## src/rtl/btn_conditioner.sv

```systemverilog
// Push-button conditioner: per-button two-flop synchroniser, counter debouncer,
// registered press pulse and sticky write-1-to-clear press flag.
module btn_conditioner #(
    parameter int unsigned N_BTN           = 4,
    parameter int unsigned DEBOUNCE_CYCLES = 250000,
    parameter int unsigned CNT_W           = 18
) (
    input  logic             CLK,
    input  logic             RST_N,
    input  logic [N_BTN-1:0] BTN_RAW,
    output logic [N_BTN-1:0] BTN_LEVEL,
    output logic [N_BTN-1:0] BTN_PRESS,
    output logic [N_BTN-1:0] BTN_EVENT,
    input  logic [N_BTN-1:0] EVT_CLR,
    output logic             EVT_ANY
);

    localparam logic [CNT_W-1:0] CNT_LAST = CNT_W'(DEBOUNCE_CYCLES - 1);

    logic [N_BTN-1:0]            s1_q, s1_d;
    logic [N_BTN-1:0]            s2_q, s2_d;
    logic [N_BTN-1:0]            level_q, level_d;
    logic [N_BTN-1:0]            press_q, press_d;
    logic [N_BTN-1:0]            event_q, event_d;
    logic [N_BTN-1:0][CNT_W-1:0] cnt_q, cnt_d;

    always_comb begin
        s1_d    = BTN_RAW;
        s2_d    = s1_q;
        level_d = level_q;
        cnt_d   = cnt_q;
        // Count only while the synchronised value disagrees; any bounce restarts.
        for (int unsigned i = 0; i < N_BTN; i++) begin
            if (s2_q[i] == level_q[i]) begin
                cnt_d[i] = '0;
            end else if (cnt_q[i] == CNT_LAST) begin
                level_d[i] = s2_q[i];
                cnt_d[i]   = '0;
            end else begin
                cnt_d[i] = cnt_q[i] + CNT_W'(1);
            end
        end
        press_d = level_d & ~level_q;
        // A press on the same edge as a clear wins.
        event_d = press_d | (event_q & ~EVT_CLR);
    end

    always_ff @(posedge CLK or negedge RST_N) begin
        if (!RST_N) begin
            s1_q    <= '0;
            s2_q    <= '0;
            level_q <= '0;
            press_q <= '0;
            event_q <= '0;
            cnt_q   <= '0;
        end else begin
            s1_q    <= s1_d;
            s2_q    <= s2_d;
            level_q <= level_d;
            press_q <= press_d;
            event_q <= event_d;
            cnt_q   <= cnt_d;
        end
    end

    assign BTN_LEVEL = level_q;
    assign BTN_PRESS = press_q;
    assign BTN_EVENT = event_q;
    assign EVT_ANY   = |event_q;

endmodule

```

## config.mk

```make
export PLATFORM = sky130hd
export DESIGN_NAME = btn_conditioner
export DESIGN_NICKNAME = d
export VERILOG_FILES = /design/src/rtl/btn_conditioner.sv
export SDC_FILE = /design/constraint.sdc
export NUM_CORES = 1
export LEC_CHECK = 0
export ABC_AREA = 1
export BUFFER_PORTS_ARGS = -buffer_cell sky130_fd_sc_hd__buf_2
export CORE_MARGIN = 2
export CORE_UTILIZATION = 55
export CTS_CLUSTER_SIZE = 28
export DETAILED_ROUTE_END_ITERATION = 8
export PLACE_DENSITY = 0.81
export SETUP_SLACK_MARGIN = 0.3
export SKIP_LAST_GASP = 1
export SYNTH_ARGS = -nofsm -noshare
export SYNTH_HDL_FRONTEND = slang
export SYNTH_SLANG_ARGS = --single-unit
```

## constraint.sdc

```tcl
create_clock -name CLK -period 3.61 [get_ports CLK]
set_input_delay 0.1805 -clock CLK [delete_from_list [all_inputs] [get_ports CLK]]
set_output_delay 0.1805 -clock CLK [all_outputs]
set_load 0.05 [all_outputs]
```

==> impl_results.html, run 1 <==
<table>
<tr><th>Metric</th><th>Value</th></tr>
<tr><th colspan="2">Detailed routing</th></tr>
<tr><td>Count of nets left with antenna violations after detail routing</td><td>0</td></tr>
<tr><td>Avg Vias per Cell</td><td>5.181</td></tr>
<tr><td>Number of optimization iterations in the first detailed-route pass</td><td>4</td></tr>
<tr><td>Routed wirelength normalized by instance count</td><td>around 13 um</td></tr>
<tr><td>Number of DRC markers in iteration 0</td><td>slightly below 200</td></tr>
<tr><td>Number of DRC violations after detailed routing</td><td>0</td></tr>
<tr><td>DR vias</td><td>3865</td></tr>
<tr><td>DRT Wirelength</td><td>9501 um</td></tr>
<tr><th colspan="2">Global route</th></tr>
<tr><td>All-layer global routing usage</td><td>0.2143</td></tr>
<tr><td>Global-route wire length before repair</td><td>16590 um</td></tr>
<tr><td>Pin count of the biggest net entering global routing</td><td>66</td></tr>
<tr><td>Number of antenna violations at the first check in global routing</td><td>0</td></tr>
<tr><td>GRT Residual Overflow</td><td>0</td></tr>
<tr><td>Vias in the first global route</td><td>3688</td></tr>
<tr><th colspan="2">Finish</th></tr>
<tr><td>Layout cells sized above 1</td><td>0.1388</td></tr>
<tr><td>Layout Nets</td><td>650</td></tr>
<tr><td>Layout overhead on the synthesized area</td><td>11.13%</td></tr>
<tr><td>Antenna cell count</td><td>0</td></tr>
<tr><td>Commonest non-fill, non-tap cell in the layout</td><td>sky130_fd_sc_hd__nor2_1</td></tr>
<tr><td>Count of placed standard cells in the final layout, fillers left out</td><td>~750</td></tr>
<tr><td>Highest-count cells in the layout ignoring fill and taps</td><td>sky130_fd_sc_hd__nor2_1 (140), sky130_fd_sc_hd__nand2_1 (108), sky130_fd_sc_hd__dfrtp_1 (92)</td></tr>
<tr><th colspan="2">STA</th></tr>
<tr><td>Final-report hold violation count</td><td>0</td></tr>
<tr><td>Share of the clock period used by the worst path after layout</td><td>0.4502</td></tr>
<tr><td>Worst Clk Skew</td><td>around 0.016 ns</td></tr>
<tr><td>Setup repair after global routing missed its margin</td><td>false</td></tr>
<tr><td>Count of final max-slew check failures</td><td>0</td></tr>
<tr><td>Headroom to the max-slew limit</td><td>0.4481</td></tr>
<tr><td>Final setup violation count</td><td>0</td></tr>
<tr><td>Total negative setup slack</td><td>0 ns</td></tr>
<tr><td>Worst-Margin Slew</td><td>0.8278 ns</td></tr>
<tr><td>Time the worst path needs with I/O delays and setup</td><td>between 1.5 and 2 ns</td></tr>
<tr><td>Fmax</td><td>approximately 600 MHz</td></tr>
<tr><th colspan="2">Flow run</th></tr>
<tr><td>Total of max-cap violations</td><td>0</td></tr>
<tr><th colspan="2">Worst setup path</th></tr>
<tr><td>Type of element capturing the critical path</td><td>register</td></tr>
<tr><td>WP data arrival</td><td>approximately 1.9 ns</td></tr>
<tr><td>Worst path cell trace</td><td>ha_1 &gt; nand2_1 &gt; inv_1 &gt; nand2_1 &gt; nor2_1 &gt; nand2_1 &gt; nand2_2 &gt; a21oi_1</td></tr>
<tr><td>Max incr delay on CP</td><td>approximately 0.42 ns</td></tr>
<tr><td>Cell with the largest stage delay on the worst path</td><td>sky130_fd_sc_hd__dfrtp_1</td></tr>
<tr><td>Required time worst endpoint</td><td>3.90 ns</td></tr>
<tr><td>Number of buffer and inverter instances along the worst setup path</td><td>1</td></tr>
<tr><td>Crit start category</td><td>register</td></tr>
<tr><td>Cell seen most often among critical-path stages</td><td>sky130_fd_sc_hd__nand2_1</td></tr>
<tr><td>Cell family with the largest share of critical-path delay</td><td>simple AND/OR/NAND/NOR gates</td></tr>
<tr><td>Kind of critical path</td><td>register to register</td></tr>
<tr><td>Maximum fanout along the worst path</td><td>8</td></tr>
<tr><th colspan="2">Floorplan</th></tr>
<tr><td>Overall die width</td><td>between 90 and 100 um</td></tr>
<tr><td>Die Y-Extent</td><td>slightly below 100 um</td></tr>
<tr><td>Top-level I/O count</td><td>23</td></tr>
<tr><td>Area of the core</td><td>just over 0.008 mm^2</td></tr>
<tr><td>Floorplan die area</td><td>~0.0094 mm^2</td></tr>
<tr><td>Starting utilization of the core area</td><td>0.5730</td></tr>
<tr><td>Std cell rows</td><td>33</td></tr>
<tr><th colspan="2">Synth</th></tr>
<tr><td>Synthesized area</td><td>approximately 0.0047 mm^2</td></tr>
<tr><td>Yosys warning count</td><td>0</td></tr>
<tr><td>Post-synthesis net count</td><td>between 600 and 700</td></tr>
<tr><td>Post-Syn Instances</td><td>about 600</td></tr>
<tr><td>Number of register bits inferred by synthesis</td><td>92</td></tr>
<tr><td>Register area share after synthesis</td><td>0.4865</td></tr>
<tr><td>Mean area per synthesized cell</td><td>7.953 um^2</td></tr>
<tr><td>Number of different library cells in the post-synthesis netlist</td><td>29</td></tr>
<tr><th colspan="2">Clock tree</th></tr>
<tr><td>Clock tree sinks</td><td>between 90 and 100</td></tr>
<tr><td>CTS Root Buffer Type</td><td>sky130_fd_sc_hd__clkbuf_8</td></tr>
<tr><td>Insertion delay to the later sink of the worst-skew pair</td><td>0.37 ns</td></tr>
<tr><td>Buffer levels on the longest clock path</td><td>2</td></tr>
<tr><td>Number of H-tree branching levels</td><td>3</td></tr>
<tr><td>CTS clk-pin slew, worst paths</td><td>about 0.1 ns</td></tr>
<tr><td>CTS tree</td><td>done</td></tr>
<tr><td>Post-cts sizing count</td><td>0</td></tr>
<tr><td>Number of clock buffers inserted by TritonCTS</td><td>9</td></tr>
<tr><th colspan="2">Pwr</th></tr>
<tr><td>Cell Pwr Density</td><td>approximately 350 mW/mm^2</td></tr>
<tr><td>Max rail drop VDD</td><td>roughly 0.23 mV</td></tr>
<tr><td>LEAKAGE</td><td>2.236 nW</td></tr>
<tr><th colspan="2">Placement</th></tr>
<tr><td>Global placement routability congestion</td><td>0.9176</td></tr>
<tr><td>HPWL after DPL</td><td>between 6000 and 7000 um</td></tr>
<tr><td>Quantity of I/O buffers inserted on ports</td><td>22</td></tr>
<tr><td>Number of cells in the design after placement</td><td>723</td></tr>
<tr><th colspan="2">Hold path</th></tr>
<tr><td>Hold WC Path Type</td><td>primary input to register</td></tr>
<tr><th colspan="2">Outcome</th></tr>
<tr><td>Result of the run</td><td>finished clean</td></tr>
</table>
-- what timing repair did --
action | CTS | global route
setup endpoints to repair | 0 | 0
hold endpoints to repair | 70 | 0
setup buffers | 0 | 0
hold buffers | 7 | 0
-- layout make-up --
cell class              instances  area (um^2)
flip-flops and latches         92         2302
fillers                       731         2999
inverters                      68        255.2
repair buffers                 30        190.2
well taps                     105        131.4
clock inverters                 7        81.33
multi-input cells             435         2175
clock buffers                   9        123.9
-- metal layers --
metal	wire (um)	share of wire	up-vias	global-route usage
met5	0	0	-	0
met4	178	0.019	0	0.08342
met3	315	0.033	13	0.03324
met2	4448	0.47	80	0.3413
met1	4558	0.48	1807	0.2971
li1	-	-	1965	-
-- logic make-up (layout without fill, tap and decap cells) --
group	after synthesis	after routing	share of synthesized area
adders and majority gates	4	4	0.01058
and+or+nand+nor	384	384	0.3765
AOI/OAI and AO/OA	23	23	0.02644
buffers and inverters	68	114	0.05394
DFF	92	92	0.4865
xor gates and xnor gates	24	24	0.04601
-- final timing paths --
kind                                          start                endpoint  slack [ns]  cells past startpoint
worst max register to register  cnt_q[36]$_DFF_PN0_     cnt_q[52]$_DFF_PN0_        1.98                      8
min in group asynchronous                     RST_N     cnt_q[68]$_DFF_PN0_        0.43                      2
worst min register to register    s1_q[3]$_DFF_PN0_       s2_q[3]$_DFF_PN0_        0.36                      0
max in group asynchronous                     RST_N      cnt_q[1]$_DFF_PN0_        2.24                      3
worst min-delay path                     EVT_CLR[1]  BTN_EVENT[1]$_DFF_PN0_        0.03                      2
worst max-delay path            cnt_q[36]$_DFF_PN0_     cnt_q[52]$_DFF_PN0_        1.98                      8
-- Yosys cell counts --
master	instances	share of area
sky130_fd_sc_hd__nand2_4	1	0.0024
sky130_fd_sc_hd__inv_2	7	0.0056
sky130_fd_sc_hd__or2_1	1	0.0013
sky130_fd_sc_hd__nand2_1	108	0.086
sky130_fd_sc_hd__nand4_1	20	0.026
sky130_fd_sc_hd__ha_1	4	0.011
sky130_fd_sc_hd__nor3_1	23	0.024
sky130_fd_sc_hd__nor2_2	14	0.019
sky130_fd_sc_hd__xor2_1	14	0.026
sky130_fd_sc_hd__nand2_2	16	0.021
sky130_fd_sc_hd__nand3_1	38	0.040
sky130_fd_sc_hd__xnor2_1	9	0.017
sky130_fd_sc_hd__o22ai_1	3	0.0040
sky130_fd_sc_hd__a21oi_1	12	0.013
sky130_fd_sc_hd__a211oi_1	1	0.0016
sky130_fd_sc_hd__inv_1	61	0.048
sky130_fd_sc_hd__o21ai_1	2	0.0021
sky130_fd_sc_hd__nor4_1	1	0.0013
sky130_fd_sc_hd__nor3_2	3	0.0063
sky130_fd_sc_hd__nand3b_1	1	0.0016
sky130_fd_sc_hd__nor3b_1	7	0.011
sky130_fd_sc_hd__nor2_4	6	0.014
sky130_fd_sc_hd__o21ai_0	2	0.0021
sky130_fd_sc_hd__and2_1	3	0.0040
sky130_fd_sc_hd__xnor2_2	1	0.0034
sky130_fd_sc_hd__a31oi_1	3	0.0040
sky130_fd_sc_hd__dfrtp_1	92	0.49
sky130_fd_sc_hd__nor2_1	140	0.11
sky130_fd_sc_hd__nor3_4	2	0.0069
-- sequential cells by signal, summed over array words and instances (netlist names) --
name       count
BTN_EVENT      4
s1_q           4
s2_q           4
cnt_q         72
BTN_LEVEL      4
BTN_PRESS      4
-- metrics by stage --
step / worst slack [ns] / area, um^2 / hold WS (ns) / util / total power (W)
after global routing: 1.883 / 5259 / 0.01948 / 0.6368 / 0.001934
after floorplan: 2.136 / 4732 / -0.1151 / - / 0.001109
after detailed placement: 2.026 / 4984 / 0.2902 / 0.6035 / 0.001149
after global placement: 2.095 / 4984 / 0.2899 / 0.6035 / 0.001145
after CTS: 2.002 / 5259 / 0.01309 / 0.6368 / 0.001872
final: 1.985 / 5259 / 0.03196 / 0.6368 / 0.001854
-- worst reg2reg max path: cells and delay by family, from the launching register on --
family                   cells  cell delay, ns
AO/OA/AOI/OAI                1            0.16
buffers and inverters        1            0.05
flip-flops                   1            0.42
adder cells (fa/ha/maj)      1            0.25
AND/OR/NAND/NOR              5            0.67
-- report_power, final --
group          switching (W)  internal (W)
Clock               0.000390      0.000331
Combinational      0.0000515     0.0000239
Sequential         0.0000124       0.00104
(Power assumes the default switching activity.)
==> inputs of run 2 (changes only) <==
==> constraint.sdc (replaced) <==
create_clock -name CLK -period 1.7 [get_ports CLK]
set_input_delay 0.085 -clock CLK [delete_from_list [all_inputs] [get_ports CLK]]
set_output_delay 0.085 -clock CLK [all_outputs]
set_load 0.05 [all_outputs]
==> impl_results.html, run 2 (synthesized netlist as in run 1, its figures left out) <==
<table>
<tr><th>Metric</th><th>Value</th></tr>
<tr><th colspan="2">Floorplan</th></tr>
<tr><td>Starting utilization of the core area</td><td>0.5730 (unchanged)</td></tr>
<tr><td>Overall die width</td><td>96.76 um (unchanged)</td></tr>
<tr><td>Area of the core</td><td>0.008258 mm^2 (unchanged)</td></tr>
<tr><td>Top-level I/O count</td><td>23 (unchanged)</td></tr>
<tr><td>Die Y-Extent</td><td>96.76 um (unchanged)</td></tr>
<tr><td>Floorplan die area</td><td>0.009362 mm^2 (unchanged)</td></tr>
<tr><td>Std cell rows</td><td>33 (unchanged)</td></tr>
<tr><th colspan="2">Finish</th></tr>
<tr><td>Layout cells sized above 1</td><td>0.2507 (+0.1119)</td></tr>
<tr><td>Layout Nets</td><td>683 (+5.1%)</td></tr>
<tr><td>Layout overhead on the synthesized area</td><td>24.01%</td></tr>
<tr><td>Antenna cell count</td><td>0 (unchanged)</td></tr>
<tr><td>Commonest non-fill, non-tap cell in the layout</td><td>sky130_fd_sc_hd__nor2_1</td></tr>
<tr><td>Max reg flops</td><td>72 (unchanged)</td></tr>
<tr><td>Highest-count cells in the layout ignoring fill and taps</td><td>sky130_fd_sc_hd__nor2_1 (119), sky130_fd_sc_hd__nand2_1 (102), sky130_fd_sc_hd__dfrtp_1 (90)</td></tr>
<tr><td>Register ranked first by flip-flop count</td><td>cnt_q</td></tr>
<tr><th colspan="2">Detailed routing</th></tr>
<tr><td>Number of DRC violations after detailed routing</td><td>0 (unchanged)</td></tr>
<tr><td>Number of optimization iterations in the first detailed-route pass</td><td>6 (+2)</td></tr>
<tr><td>Number of DRC markers in iteration 0</td><td>229 (+16%)</td></tr>
<tr><td>Count of nets left with antenna violations after detail routing</td><td>0 (unchanged)</td></tr>
<tr><td>DRT Wirelength</td><td>11310 um (+19%)</td></tr>
<tr><td>Routed wirelength normalized by instance count</td><td>14.52 um (+14%)</td></tr>
<tr><td>DR vias</td><td>4271 (+11%)</td></tr>
<tr><td>Avg Vias per Cell</td><td>5.483 (+5.8%)</td></tr>
<tr><th colspan="2">STA</th></tr>
<tr><td>Headroom to the max-slew limit</td><td>0.7653 (+0.3172)</td></tr>
<tr><td>Total negative setup slack</td><td>0 ns (unchanged)</td></tr>
<tr><td>Worst Clk Skew</td><td>0.01257 ns (-0.003841 ns)</td></tr>
<tr><td>Worst-Margin Slew</td><td>0.3493 ns (-0.4785 ns)</td></tr>
<tr><td>Final setup violation count</td><td>0 (unchanged)</td></tr>
<tr><td>Count of final max-slew check failures</td><td>0 (unchanged)</td></tr>
<tr><td>Share of the clock period used by the worst path after layout</td><td>0.8533 (+0.4031)</td></tr>
<tr><td>Setup repair after global routing missed its margin</td><td>true</td></tr>
<tr><td>Final-report hold violation count</td><td>0 (unchanged)</td></tr>
<tr><td>Fmax</td><td>689.4 MHz (+12%)</td></tr>
<tr><td>Setup WS post-layout</td><td>0.2494 ns (-1.735 ns)</td></tr>
<tr><td>Time the worst path needs with I/O delays and setup</td><td>1.451 ns (-0.1747 ns)</td></tr>
<tr><th colspan="2">Clock tree</th></tr>
<tr><td>Insertion delay to the later sink of the worst-skew pair</td><td>0.37 ns (about the same)</td></tr>
<tr><td>CTS Root Buffer Type</td><td>sky130_fd_sc_hd__clkbuf_8</td></tr>
<tr><td>CTS tree</td><td>done</td></tr>
<tr><td>CTS clk-pin slew, worst paths</td><td>0.09 ns (about the same)</td></tr>
<tr><td>Buffer levels on the longest clock path</td><td>2 (unchanged)</td></tr>
<tr><td>Number of clock buffers inserted by TritonCTS</td><td>9 (unchanged)</td></tr>
<tr><td>Number of H-tree branching levels</td><td>3 (unchanged)</td></tr>
<tr><td>Clock tree sinks</td><td>92 (unchanged)</td></tr>
<tr><th colspan="2">Placement</th></tr>
<tr><td>HPWL after DPL</td><td>7239 um (+5.0%)</td></tr>
<tr><td>Global placement routability congestion</td><td>0.9486 (+3.4%)</td></tr>
<tr><td>Quantity of I/O buffers inserted on ports</td><td>22 (unchanged)</td></tr>
<tr><td>Dpl ws</td><td>0.1882 ns (-1.838 ns)</td></tr>
<tr><th colspan="2">Global route</th></tr>
<tr><td>Number of antenna violations at the first check in global routing</td><td>0 (unchanged)</td></tr>
<tr><td>Pin count of the biggest net entering global routing</td><td>36 (-45%)</td></tr>
<tr><td>GRT Residual Overflow</td><td>0 (unchanged)</td></tr>
<tr><td>Global-route wire length before repair</td><td>17550 um (+5.8%)</td></tr>
<tr><td>Vias in the first global route</td><td>4015 (+8.9%)</td></tr>
<tr><td>All-layer global routing usage</td><td>0.2273 (+0.01298)</td></tr>
<tr><th colspan="2">Worst setup path</th></tr>
<tr><td>Maximum fanout along the worst path</td><td>5 (-3)</td></tr>
<tr><td>Type of element capturing the critical path</td><td>register</td></tr>
<tr><td>Kind of critical path</td><td>register to register</td></tr>
<tr><td>WP data arrival</td><td>1.71 ns (-0.21 ns)</td></tr>
<tr><td>Crit start category</td><td>register</td></tr>
<tr><td>Required time worst endpoint</td><td>1.96 ns (-1.94 ns)</td></tr>
<tr><th colspan="2">Pwr</th></tr>
<tr><td>LEAKAGE</td><td>2.534 nW (+13%)</td></tr>
<tr><td>Cell Pwr Density</td><td>684.8 mW/mm^2 (+94%)</td></tr>
<tr><td>Max rail drop VDD</td><td>0.5594 mV (+150%)</td></tr>
<tr><th colspan="2">Flow run</th></tr>
<tr><td>Total of max-cap violations</td><td>0 (unchanged)</td></tr>
<tr><th colspan="2">Hold path</th></tr>
<tr><td>Hold WC Path Type</td><td>primary input to asynchronous set/reset pin</td></tr>
<tr><th colspan="2">Outcome</th></tr>
<tr><td>Result of the run</td><td>finished clean</td></tr>
</table>
==> run 2: cell types whose count changed in the layout (fill, tap and decap cells not counted), moves of 4 or more <==
cell | before | now
sky130_fd_sc_hd__nand2_1 | 108 | 102
sky130_fd_sc_hd__a21oi_1 | 12 | 6
sky130_fd_sc_hd__nor2_2 | 14 | 25
sky130_fd_sc_hd__a21oi_2 | 0 | 5
sky130_fd_sc_hd__nor2_4 | 6 | 16
sky130_fd_sc_hd__nor2_1 | 140 | 119
sky130_fd_sc_hd__nand2_4 | 1 | 12
sky130_fd_sc_hd__nand2_2 | 16 | 11
sky130_fd_sc_hd__ha_1 | 4 | 0
sky130_fd_sc_hd__buf_4 | 2 | 28
==> run 2: power breakdown <==
part           internal (W)  switching [W]
combinational     0.0000985       0.000139
sequential          0.00222      0.0000368
clock              0.000729       0.000796
total               0.00305       0.000972
==> run 2: area by class of cell <==
class | instances | area, um^2
flip-flops and latches | 92 | 2305
repair buffers | 61 | 447.9
well taps | 105 | 131.4
fillers | 593 | 2390
clock inverters | 6 | 71.32
clock buffers | 10 | 137.6
inverters | 68 | 257.7
multi-input cells | 437 | 2517
==> run 2: worst max-delay path: stages (launching register included) <==
cell                      delay [ns]
sky130_fd_sc_hd__dfrtp_1        0.44
sky130_fd_sc_hd__ha_4           0.18
sky130_fd_sc_hd__nand2_4        0.07
sky130_fd_sc_hd__nor3_4         0.26
sky130_fd_sc_hd__nand2_1        0.14
sky130_fd_sc_hd__nor2_1         0.18
sky130_fd_sc_hd__nor3_2         0.07
==> run 2: path summary, 6_finish.rpt <==
check                                    startpoint  slack [ns]                  end  cells past startpoint
worst max register to register  cnt_q[55]$_DFF_PN0_        0.25  cnt_q[62]$_DFF_PN0_                      6
worst max-delay path            cnt_q[55]$_DFF_PN0_        0.25  cnt_q[62]$_DFF_PN0_                      6
worst min register to register    s1_q[1]$_DFF_PN0_        0.35    s2_q[1]$_DFF_PN0_                      0
min in group CLK                  s1_q[1]$_DFF_PN0_        0.35    s2_q[1]$_DFF_PN0_                      0
max in group asynchronous                     RST_N        0.93  cnt_q[54]$_DFF_PN0_                      3
worst min-delay path                          RST_N        0.16  cnt_q[65]$_DFF_PN0_                      2
==> run 2: metrics by stage <==
stage | std cells | util | total power [W] | hold slack, ns | cell area [um^2]
2_1_floorplan | 595 | - | 0.002356 | -0.2106 | 4740
3_3_place_gp | 728 | 0.6105 | 0.002442 | 0.01541 | 5041
3_5_place_dp | 728 | 0.6105 | 0.002449 | 0.01740 | 5041
4_1_cts | 761 | 0.6598 | 0.003991 | 0.1632 | 5449
5_1_grt | 779 | 0.7106 | 0.004183 | 0.1920 | 5868
6_report | 779 | 0.7106 | 0.004019 | 0.1633 | 5868
==> run 2: timing repair <==
item	4_1_cts	5_1_grt
pin swaps	11	31
hold buffers	9	0
cloned	2	0
gates resized for setup	14	67
endpoints found under the hold margin	79	0
setup buffers	6	18
setup endpoints to repair	40	70
==> run 2: metal layers <==
metal  vias to the layer above  routed length, um  track usage
li1                       2048                  -            -
met2                       178               5522       0.3686
met5                         -                  0            0
met4                         0                438       0.1224
met1                      1994               4683       0.2879
met3                        51                666      0.04480
==> inputs of run 3 (changes only) <==
--- a/config.mk
+++ b/config.mk
@@ -9,9 +9,10 @@
 export BUFFER_PORTS_ARGS = -buffer_cell sky130_fd_sc_hd__buf_2
 export CORE_MARGIN = 2
 export CORE_UTILIZATION = 55
+export CTS_BUF_LIST = sky130_fd_sc_hd__clkbuf_2
 export CTS_CLUSTER_SIZE = 28
 export DETAILED_ROUTE_END_ITERATION = 8
-export PLACE_DENSITY = 0.81
+export PLACE_DENSITY = 0.83
 export SETUP_SLACK_MARGIN = 0.3
 export SKIP_LAST_GASP = 1
 export SYNTH_ARGS = -nofsm -noshare
==> impl_results.html, run 3 (synthesized netlist as in run 1, its figures left out) <==
<table>
<tr><th>Metric</th><th>Value</th></tr>
<tr><th colspan="2">Outcome</th></tr>
<tr><td>Result of the run</td><td>complete, but fails checks</td></tr>
<tr><td>Violated checks</td><td>negative hold slack</td></tr>
<tr><th colspan="2">Pwr</th></tr>
<tr><td>LEAKAGE</td><td>2.500 nW (-1.3%)</td></tr>
<tr><td>Cell Pwr Density</td><td>601.6 mW/mm^2 (-12%)</td></tr>
<tr><td>Reg power frac</td><td>0.648 (+0.087)</td></tr>
<tr><td>Logic pwr share</td><td>0.070 (+0.011)</td></tr>
<tr><td>Internal power</td><td>0.002522 W (-17%)</td></tr>
<tr><td>Max rail drop VDD</td><td>0.3260 mV (-42%)</td></tr>
<tr><td>Clk pwr share</td><td>0.281 (-0.099)</td></tr>
<tr><td>Switching power summed over all nets</td><td>0.0009656 W (-0.64%)</td></tr>
<tr><td>Switching power share of the total</td><td>0.2769 (+0.03505)</td></tr>
<tr><th colspan="2">Worst setup path</th></tr>
<tr><td>Startpoint of the worst-slack reg-to-reg timing path</td><td>cnt_q[1]$_DFF_PN0_</td></tr>
<tr><td>Type of element capturing the critical path</td><td>output port</td></tr>
<tr><td>WP data arrival</td><td>1.38 ns (-0.33 ns)</td></tr>
<tr><td>Crit start category</td><td>register</td></tr>
<tr><td>Required time worst endpoint</td><td>1.62 ns (-0.34 ns)</td></tr>
<tr><td>Kind of critical path</td><td>register to output port</td></tr>
<tr><td>Worst-case register-to-register setup slack</td><td>0.27 ns (+0.02 ns)</td></tr>
<tr><td>Cell with the largest stage delay on the worst path</td><td>sky130_fd_sc_hd__dfrtp_1</td></tr>
<tr><td>Worst reg2reg endpoint</td><td>cnt_q[0]$_DFF_PN0_</td></tr>
<tr><td>Worst path cell trace</td><td>inv_2 &gt; nand4_1 &gt; buf_6</td></tr>
<tr><td>Maximum fanout along the worst path</td><td>2 (-3)</td></tr>
<tr><td>Worst-case reg-to-reg path depth</td><td>8 (+2)</td></tr>
<tr><td>Number of buffer and inverter instances along the worst setup path</td><td>2 (+2)</td></tr>
<tr><td>Cell family with the largest share of critical-path delay</td><td>flip-flops</td></tr>
<tr><td>Max incr delay on CP</td><td>0.45 ns (about the same)</td></tr>
<tr><th colspan="2">Finish</th></tr>
<tr><td>Layout Nets</td><td>689 (+0.88%)</td></tr>
<tr><td>Layout overhead on the synthesized area</td><td>22.50%</td></tr>
<tr><td>Highest-count cells in the layout ignoring fill and taps</td><td>sky130_fd_sc_hd__nor2_1 (130), sky130_fd_sc_hd__nand2_1 (100), sky130_fd_sc_hd__dfrtp_1 (87)</td></tr>
<tr><td>Layout cells sized above 1</td><td>0.2544 (+0.003670)</td></tr>
<tr><td>Antenna cell count</td><td>0 (unchanged)</td></tr>
<tr><td>Fill cells</td><td>584 (-1.5%)</td></tr>
<tr><td>Final core utilization</td><td>0.7020 (-0.008636)</td></tr>
<tr><td>Max reg flops</td><td>72 (unchanged)</td></tr>
<tr><td>Register ranked first by flip-flop count</td><td>cnt_q</td></tr>
<tr><td>Count of placed standard cells in the final layout, fillers left out</td><td>785 (+0.77%)</td></tr>
<tr><td>Commonest non-fill, non-tap cell in the layout</td><td>sky130_fd_sc_hd__nor2_1</td></tr>
<tr><th colspan="2">Placement</th></tr>
<tr><td>Number of cells in the design after placement</td><td>727 (-0.14%)</td></tr>
<tr><td>HPWL after DPL</td><td>7279 um (+0.55%)</td></tr>
<tr><td>Global placement routability congestion</td><td>0.9521 (+0.37%)</td></tr>
<tr><td>Quantity of I/O buffers inserted on ports</td><td>22 (unchanged)</td></tr>
<tr><th colspan="2">Floorplan</th></tr>
<tr><td>Top-level I/O count</td><td>23 (unchanged)</td></tr>
<tr><td>Starting utilization of the core area</td><td>0.5730 (unchanged)</td></tr>
<tr><td>Area of the core</td><td>0.008258 mm^2 (unchanged)</td></tr>
<tr><td>Die Y-Extent</td><td>96.76 um (unchanged)</td></tr>
<tr><td>Floorplan die area</td><td>0.009362 mm^2 (unchanged)</td></tr>
<tr><td>Std cell rows</td><td>33 (unchanged)</td></tr>
<tr><td>Overall die width</td><td>96.76 um (unchanged)</td></tr>
<tr><th colspan="2">STA</th></tr>
<tr><td>Time the worst path needs with I/O delays and setup</td><td>1.463 ns (+0.01206 ns)</td></tr>
<tr><td>Worst-Margin Slew</td><td>0.5186 ns (+0.1693 ns)</td></tr>
<tr><td>Share of the clock period used by the worst path after layout</td><td>0.8604 (+0.007096)</td></tr>
<tr><td>Headroom to the max-slew limit</td><td>0.6543 (-0.1110)</td></tr>
<tr><td>Final-report hold violation count</td><td>3 (+3)</td></tr>
<tr><td>Worst hold margin</td><td>-0.03520 ns (-0.1985 ns)</td></tr>
<tr><td>Count of final max-slew check failures</td><td>0 (unchanged)</td></tr>
<tr><td>Final setup violation count</td><td>0 (unchanged)</td></tr>
<tr><td>Total negative setup slack</td><td>0 ns (unchanged)</td></tr>
<tr><td>Worst Clk Skew</td><td>0.05308 ns (+0.04051 ns)</td></tr>
<tr><td>Fmax</td><td>683.7 MHz (-0.82%)</td></tr>
<tr><td>Setup repair after global routing missed its margin</td><td>true</td></tr>
<tr><th colspan="2">Detailed routing</th></tr>
<tr><td>DRT Wirelength</td><td>11430 um (+1.1%)</td></tr>
<tr><td>DR vias</td><td>4314 (+1.0%)</td></tr>
<tr><td>Number of optimization iterations in the first detailed-route pass</td><td>5 (-1)</td></tr>
<tr><td>Avg Vias per Cell</td><td>5.496 (+0.23%)</td></tr>
<tr><td>Number of DRC violations after detailed routing</td><td>0 (unchanged)</td></tr>
<tr><td>Count of nets left with antenna violations after detail routing</td><td>0 (unchanged)</td></tr>
<tr><td>Number of DRC markers in iteration 0</td><td>295 (+29%)</td></tr>
<tr><td>Routed wirelength normalized by instance count</td><td>14.56 um (+0.29%)</td></tr>
<tr><th colspan="2">Flow run</th></tr>
<tr><td>Total of max-cap violations</td><td>0 (unchanged)</td></tr>
<tr><th colspan="2">Clock tree</th></tr>
<tr><td>Insertion delay to the later sink of the worst-skew pair</td><td>0.57 ns (+0.20 ns)</td></tr>
<tr><td>CTS tree</td><td>done</td></tr>
<tr><td>Clock tree sinks</td><td>92 (unchanged)</td></tr>
<tr><td>Number of clock buffers inserted by TritonCTS</td><td>9 (unchanged)</td></tr>
<tr><td>Buffer levels on the longest clock path</td><td>2 (unchanged)</td></tr>
<tr><td>CTS Root Buffer Type</td><td>sky130_fd_sc_hd__clkbuf_2</td></tr>
<tr><td>CTS clk-pin slew, worst paths</td><td>0.29 ns (+0.20 ns)</td></tr>
<tr><td>Number of H-tree branching levels</td><td>3 (unchanged)</td></tr>
<tr><th colspan="2">Global route</th></tr>
<tr><td>Global-route wire length before repair</td><td>17610 um (+0.31%)</td></tr>
<tr><td>GRT Residual Overflow</td><td>0 (unchanged)</td></tr>
<tr><td>Number of antenna violations at the first check in global routing</td><td>0 (unchanged)</td></tr>
<tr><td>Pin count of the biggest net entering global routing</td><td>41 (+14%)</td></tr>
<tr><td>All-layer global routing usage</td><td>0.2264 (-0.0008900)</td></tr>
<tr><td>Vias in the first global route</td><td>4019 (+0.10%)</td></tr>
<tr><th colspan="2">Hold path</th></tr>
<tr><td>Hold WC Path Type</td><td>primary input to asynchronous set/reset pin</td></tr>
</table>
-- run 3: cell count changes in the layout (fill, tap and decap cells not counted), moves of 4 or more --
cell and change:
sky130_fd_sc_hd__nor2_2 -9, sky130_fd_sc_hd__clkbuf_8 -10, sky130_fd_sc_hd__clkbuf_2 +10, sky130_fd_sc_hd__inv_1 -4
sky130_fd_sc_hd__buf_4 +9, sky130_fd_sc_hd__buf_6 +4, sky130_fd_sc_hd__buf_2 -7, sky130_fd_sc_hd__inv_2 +4
sky130_fd_sc_hd__nor2_1 +11
-- run 3: final cells by class --
type | count | area, um^2 | area share
repair buffers | 67 | 525.5 | 0.09065
clock inverters | 6 | 40.04 | 0.006907
flip-flops and latches | 92 | 2308 | 0.3982
well taps | 105 | 131.4 | 0.02266
multi-input cells | 437 | 2484 | 0.4284
clock buffers | 10 | 50.05 | 0.008634
inverters | 68 | 257.7 | 0.04446
-- run 3: per-stage QoR --
| step | instance area [um^2] | power, W | setup slack, ns | hold WS [ns] |
|---|---|---|---|---|
| 2_1_floorplan | 4740 | 0.002356 | 0.3530 | -0.2106 |
| 3_3_place_gp | 5034 | 0.002441 | 0.1602 | 0.09685 |
| 3_5_place_dp | 5034 | 0.002451 | 0.1427 | 0.09585 |
| 4_1_cts | 5416 | 0.003428 | 0.2484 | 0.005999 |
| 5_1_grt | 5797 | 0.003623 | 0.1828 | 0.03237 |
| 6_report | 5797 | 0.003488 | 0.2374 | -0.03520 |
-- run 3: power groups by stage --
stage / Sequential (W) / Combinational [W] / Clock, W
final: 0.00226 / 0.000245 / 0.000981
after floorplan: 0.00228 / 0.0000732 / 0
after global placement: 0.00229 / 0.000155 / 0
after global routing: 0.00227 / 0.000274 / 0.00108
after detailed placement: 0.00229 / 0.000162 / 0
after CTS: 0.00225 / 0.000202 / 0.000976
-- run 3: worst max-delay path by stage --
stage | start | endpoint | slack (ns) | depth (start not counted)
2_1_floorplan | BTN_LEVEL[2]$_DFF_PN0_ | cnt_q[45]$_DFF_PN0_ | 0.35 | 4
3_3_place_gp | cnt_q[36]$_DFF_PN0_ | cnt_q[52]$_DFF_PN0_ | 0.16 | 8
3_5_place_dp | cnt_q[36]$_DFF_PN0_ | cnt_q[52]$_DFF_PN0_ | 0.14 | 8
4_1_cts | BTN_EVENT[1]$_DFF_PN0_ | BTN_EVENT[1] | 0.25 | 2
5_1_grt | cnt_q[31]$_DFF_PN0_ | cnt_q[32]$_DFF_PN0_ | 0.18 | 8
6_report | BTN_EVENT[3]$_DFF_PN0_ | EVT_ANY | 0.24 | 3
-- run 3: repair_timing --
item	4_1_cts	5_1_grt
cloned	2	0
buffers inserted	15	16
hold buffers	9	0
endpoints found under the setup margin	53	73
gates resized for setup	25	65
pin swaps	15	19
hold endpoints to repair	100	0
-- run 3: metal layers --
layer | track usage | share of wire | vias up
li1 | - | - | 2053
met1 | 0.2960 | 0.41 | 2060
met2 | 0.3755 | 0.50 | 169
met3 | 0.03035 | 0.057 | 32
met4 | 0.1062 | 0.023 | 0
met5 | 0 | 0 | -
